[src/rtl/mio_arb_pkg.sv]
// Shared types and constants for the MIO bus arbiter.
// Optional feature macro used by this block: MIO_ARB_BURST_EN (m1 locked bursts).
package mio_arb_pkg;

    // Transaction phases: arbitrate, drive address, stretch for read latency, complete.
    typedef enum logic [1:0] {
        IDLE = 2'd0,
        ADDR = 2'd1,
        WAIT = 2'd2,
        ACK  = 2'd3
    } state_t;

    // Bit positions of the two masters in request / grant vectors.
    localparam int M0 = 0;  // CPU
    localparam int M1 = 1;  // second master (life-game engine / DMA sequencer)

    // Read-latency down-counter width (RD_LAT up to 3).
    localparam int LAT_W   = 2;
    // Burst counter width (MAX_BURST up to 15).
    localparam int BURST_W = 4;

endpackage

[src/rtl/mio_arb_pick.sv]
// Combinational winner select for the MIO bus arbiter.
// Alternates between the masters when both request; with MIO_ARB_BURST_EN
// defined, a locked m1 may keep the bus for up to MAX_BURST grants.
module mio_arb_pick
    import mio_arb_pkg::*;
#(
    parameter int MAX_BURST = 4
) (
    input  logic [1:0]         req,
    input  logic               last_m1,
    input  logic               lock,
    input  logic [BURST_W-1:0] burst_cnt,
    output logic [1:0]         win
);

    logic burst_ok;

`ifdef MIO_ARB_BURST_EN
    // m1 keeps the bus only while it was served last, asked to lock, and has budget left.
    assign burst_ok = last_m1 && lock && (burst_cnt < BURST_W'(MAX_BURST));
`else
    assign burst_ok = 1'b0;
    logic unused_burst;
    assign unused_burst = ^{lock, burst_cnt, (MAX_BURST > 15)};
`endif

    // One-hot winner: a lone requester wins, contention goes to the master not served last.
    always_comb begin
        // NOTE: default first so every path assigns win and no latch is inferred.
        win = 2'b00;
        if (req[M0] && req[M1]) begin
            if (burst_ok || !last_m1) win[M1] = 1'b1;
            else                      win[M0] = 1'b1;
        end else begin
            win = req;
        end
    end

endmodule

[src/rtl/mio_bus_arbiter.sv]
// Two-master arbiter in front of the MIO bus decoder. One transaction at a
// time: IDLE (arbitrate) -> ADDR -> WAIT x RD_LAT -> ACK (one-cycle pulse).
// Optional macro: MIO_ARB_BURST_EN enables m1_lock bursts capped at MAX_BURST.
module mio_bus_arbiter
    import mio_arb_pkg::*;
#(
    parameter int RD_LAT    = 1,
    parameter int MAX_BURST = 4
) (
    input  logic        clk,
    input  logic        rst,
    input  logic        m0_req,
    input  logic        m0_we,
    input  logic [31:0] m0_addr,
    input  logic [31:0] m0_wdata,
    input  logic        m1_req,
    input  logic        m1_we,
    input  logic [31:0] m1_addr,
    input  logic [31:0] m1_wdata,
    input  logic        m1_lock,
    output logic        m0_ack,
    output logic        m1_ack,
    output logic [31:0] m0_rdata,
    output logic [31:0] m1_rdata,
    output logic        cpu_wait,
    output logic [31:0] bus_addr,
    output logic [31:0] bus_wdata,
    output logic        bus_mem_w,
    input  logic [31:0] bus_rdata,
    output logic [1:0]  gnt
);

    localparam logic [LAT_W-1:0] LAT_LOAD = LAT_W'((RD_LAT == 0) ? 0 : RD_LAT - 1);

    state_t             state, state_nx;
    logic [1:0]         owner;
    logic [1:0]         win;
    logic               last_m1;
    logic               lock_r;
    logic [BURST_W-1:0] burst_cnt;
    logic [LAT_W-1:0]   lat_cnt;
    logic [31:0]        addr_r, wdata_r, rdata_r;
    logic               we_r;
    logic               driving, acking, capture;

    mio_arb_pick #(.MAX_BURST(MAX_BURST)) u_pick (
        .req       ({m1_req, m0_req}),
        .last_m1   (last_m1),
        .lock      (lock_r),
        .burst_cnt (burst_cnt),
        .win       (win)
    );

    // Last driven cycle: ADDR when there is no read latency, otherwise the final WAIT.
    assign capture = ((state == ADDR) && (RD_LAT == 0)) ||
                     ((state == WAIT) && (lat_cnt == '0));

    // Next-state logic for the transaction phases.
    always_comb begin
        state_nx = state;
        unique case (state)
            IDLE: if (|win) state_nx = ADDR;
            ADDR: state_nx = (RD_LAT == 0) ? ACK : WAIT;
            WAIT: if (lat_cnt == '0) state_nx = ACK;
            ACK:  state_nx = IDLE;
            default: state_nx = IDLE;
        endcase
    end

    // State register plus the owner's latched transaction, latency count and read capture.
    always_ff @(posedge clk) begin
        if (!rst) begin
            state   <= IDLE;
            owner   <= 2'b00;
            last_m1 <= 1'b1;
            lat_cnt <= '0;
            addr_r  <= '0;
            wdata_r <= '0;
            we_r    <= 1'b0;
            rdata_r <= '0;
        end else begin
            // NOTE: non-blocking so every register sees pre-edge values regardless of order.
            state <= state_nx;
            if (capture) rdata_r <= bus_rdata;
            unique case (state)
                IDLE: if (|win) begin
                    owner   <= win;
                    addr_r  <= win[M1] ? m1_addr  : m0_addr;
                    wdata_r <= win[M1] ? m1_wdata : m0_wdata;
                    we_r    <= win[M1] ? m1_we    : m0_we;
                end
                ADDR: lat_cnt <= LAT_LOAD;
                WAIT: lat_cnt <= lat_cnt - 1'b1;
                ACK: begin
                    last_m1 <= owner[M1];
                    owner   <= 2'b00;
                end
                default: ;
            endcase
        end
    end

`ifdef MIO_ARB_BURST_EN
    // Burst bookkeeping: lock sampled at each m1 ack, count of consecutive locked m1 grants.
    always_ff @(posedge clk) begin
        if (!rst) begin
            lock_r    <= 1'b0;
            burst_cnt <= '0;
        end else begin
            if ((state == ACK) && owner[M1]) lock_r <= m1_lock;
            if ((state == IDLE) && (|win)) begin
                if (win[M1] && m1_lock) begin
                    if (burst_cnt < BURST_W'(MAX_BURST)) burst_cnt <= burst_cnt + 1'b1;
                end else begin
                    burst_cnt <= '0;
                end
            end
        end
    end
`else
    assign lock_r    = 1'b0;
    assign burst_cnt = '0;
    logic unused_lock;
    assign unused_lock = m1_lock;
`endif

    // Outputs decoded from registered state only; nothing combinational from m*_req to the bus.
    assign driving   = (state == ADDR) || (state == WAIT);
    assign acking    = (state == ACK);
    assign gnt       = owner;
    assign bus_addr  = driving ? addr_r  : '0;
    assign bus_wdata = driving ? wdata_r : '0;
    assign bus_mem_w = (state == ADDR) && we_r;
    assign m0_ack    = acking && owner[M0];
    assign m1_ack    = acking && owner[M1];
    assign m0_rdata  = m0_ack ? rdata_r : '0;
    assign m1_rdata  = m1_ack ? rdata_r : '0;
    assign cpu_wait  = m0_req && !m0_ack;

endmodule

[config.mk]
export PLATFORM = sky130hd
export DESIGN_NAME = mio_bus_arbiter
export DESIGN_NICKNAME = d
export VERILOG_FILES = /design/src/rtl/mio_arb_pkg.sv /design/src/rtl/mio_arb_pick.sv /design/src/rtl/mio_bus_arbiter.sv
export SDC_FILE = /design/constraint.sdc
export NUM_CORES = 1
export LEC_CHECK = 0
export CORE_UTILIZATION = 31
export CTS_BUF_LIST = sky130_fd_sc_hd__clkbuf_2
export CTS_CLUSTER_DIAMETER = 100
export DETAILED_ROUTE_END_ITERATION = 10
export PLACE_DENSITY = 0.66
export RECOVER_POWER = 100
export SLEW_MARGIN = 5
export SYNTH_ARGS = -nofsm -noshare
export SYNTH_HDL_FRONTEND = slang
export SYNTH_HIERARCHICAL = 1
export SYNTH_SLANG_ARGS = --single-unit
[constraint.sdc]
create_clock -name clk -period 1.7 [get_ports clk]
set_input_delay 0.34 -clock clk [delete_from_list [all_inputs] [get_ports clk]]
set_output_delay 0.34 -clock clk [all_outputs]
set_load 0.1 [all_outputs]
==> flow_summary.yaml <==
cells_and_area:
  post-route-util_pct: 61.9
  num_antenna_cells: 0
  final_cell_count_no_fill: 1151
  drive_gt1_share_pct: 36.1
  nets: 1095
  areaGrowthSynthToFinish_pct: 93.7
  fill_cells: 1469
power:
  p_int_mw: 7.41
  switching_power_mw: 7.38
  p_sw_share_pct: 49.9
  power_frac_comb_pct: 68.9
  power_density_nw_per_um2: 1370
  p_leak_nw: 4.88
  pwr-share-seq_pct: 24.1
  power_frac_clock_pct: 6.9
  irDropWorstVdd_mv: 0.809
placed_design:
  placed_cells: 1126
  dpl_worst_slack_ns: -0.332
  dpl.hpwl_mm: 13.5
  portBuffers: 299
  place_congestion: 0.726
cts:
  clk_root_buffer_cell: "clkbuf_2"
  clkSlewWorstSetupHoldPaths_ns: 0.27
  postCtsHoldBufs: 0
  tritoncts: "done"
  cts_buffer_depth: 2
  clock_sinks: 104
  htree_levels: 3
  clock_latency_ns: 0.58
  cts_made_buffers: 9
die:
  rows: 48
  die_h_um: 136
  coreArea_um2: 17500
  initial_core_util_pct: 32.0
  die_area_um2: 18600
  die_x_um: 136
  io_pins: 301
setup_path:
  arrival_ns: 1.90
  r2r-end: "addr_r[29]"
  reg2reg_slack_ns: -0.07
  worst-endpoint-required_ns: 1.36
  end_kind: "output pin"
  crit_path_max_fanout: 24
  crit_start: "state[0]"
  r2r_cells: 6
  r2r-start: "last_m1"
  critPathKind: "register to output pin"
  start_kind: "register"
timing:
  min_period_over_period_pct: 132
  grt_setup_unrepaired: "yes"
  tightest_slew_ns: 0.372
  finalHoldViolCount: 0
  worst_hold_slack_ns: 0.125
  relSlewSlack_pct: 75.2
  fin_crit_ns: 2.24
  setup_tns_ns: -66.86
  setup-violations-final: 156
  drv_slew: 0
  max_freq_mhz: 446
  finalClockSkew_ns: 0.0273
  setup_ws_ns: -0.542
synthesis:
  syn_area_um2: 5590
  syn_avg_cell_area_um2: 8.86
  synthCells: 631
  yosysWarningCount: 6
  synth_nets: 805
grt:
  grt_pass1_vias: 5278
  grt_max_degree: 58
  antenna_found_initial: 0
  grt_pass1_wl_mm: 27.5
  track_usage_pct: 19.2
  grt-ovfl-total: 0
status:
  violations: "negative setup slack"
  outcome: "complete, but fails checks"
route:
  totalWireLength_mm: 18.0
  dr.pass1.iters: 4
  drt-vias-per-instance: 4.79
  drtIter0Drc: 140
  wl_per_cell_um: 15.6
  antenna_left: 0
  drc: 0
  via_count: 5511
worst_hold_path:
  worst_hold_path_type: "input pin to register"
  hold_depth: 2
  hp-start: "rst"
  whs_endpoint: "last_m1"
job:
  drv_cap: 0
what timing repair did:
action                                  in CTS  in global routing
buffers inserted                             8                  0
resized for setup                           18                  9
pin swaps                                    0                  2
gates cloned                                 0                  1
endpoints found under the setup margin     134                134
critical path: stages, from the launching register on:
cell       delay, ns
dfxtp_4         0.43
ha_2            0.28
clkbuf_16       0.23
and3_2          0.22
buf_12          0.17
power groups by stage:
| stage | combinational, mW | clock, mW | sequential [mW] |
|---|---|---|---|
| 6_report | 10.2 | 1.03 | 3.57 |
| 5_1_grt | 10.7 | 1.20 | 3.66 |
| 4_1_cts | 10.3 | 1.12 | 3.56 |
| 3_5_place_dp | 9.94 | 0 | 3.74 |
| 3_3_place_gp | 9.84 | 0 | 3.71 |
| 2_1_floorplan | 6.48 | 0 | 3.60 |
layout make-up:
type | instances | area, um2 | share of cell area (%)
Clock buffer | 10 | 50.0 | 0.462
Timing Repair Buffer | 340 | 4830 | 44.6
Tap cell | 225 | 282 | 2.60
Inverter | 7 | 26.3 | 0.243
Clock inverter | 6 | 36.3 | 0.335
Sequential cell | 104 | 2100 | 19.4
Multi-Input combinational cell | 459 | 3500 | 32.4
sequential cells by signal (all words and copies together), names as in the netlist:
signal / count
wdata_r: 32
we_r: 1
lat_cnt: 2
addr_r: 32
rdata_r: 32
gnt: 2
state: 2
last_m1: 1
how the worst max path moves through the flow:
stage | to | slack, ns | depth (start not counted)
floorplan | bus_addr[10] | -0.009 | 4
global placement | addr_r[22] | -0.28 | 7
detailed placement | addr_r[15] | -0.33 | 6
CTS | bus_wdata[7] | -0.64 | 5
global route | bus_wdata[0] | -0.70 | 5
finish | m0_rdata[0] | -0.54 | 4
cell usage in the layout (no fill, tap or decap), types with 3 or more instances in the layout:
cell and count:
mux2i_1 66, ha_2 3, buf_4 24, and2_4 39, and2_2 28, a21boi_1 7
ha_1 3, nand2_1 138, o211a_1 65, and3_4 40, o22ai_1 3, clkinv_2 3
a21boi_0 28, and3_2 24, inv_1 5, buf_12 148, dfxtp_1 100, dfxtp_4 4
clkbuf_2 11, clkdlybuf4s50_1 164
routing by layer:
| metal | vias to the layer above | share of wire [%] | track usage, % |
|---|---|---|---|
| met1 | 2534 | 41 | 22.5 |
| li1 | 2738 | - | - |
| met3 | 18 | 8.6 | 6.11 |
| met4 | 0 | 1.7 | 6.36 |
| met5 | - | 0 | 0 |
| met2 | 221 | 49 | 32.7 |
metrics by stage:
step / cell area [um2] / power (mW)
3_3_place_gp: 10600 / 13.6
2_1_floorplan: 5970 / 10.1
3_5_place_dp: 10600 / 13.7
4_1_cts: 10800 / 15.0
6_report: 10800 / 14.8
5_1_grt: 10800 / 15.6
Note: power is estimated with default switching activity, not from simulation.
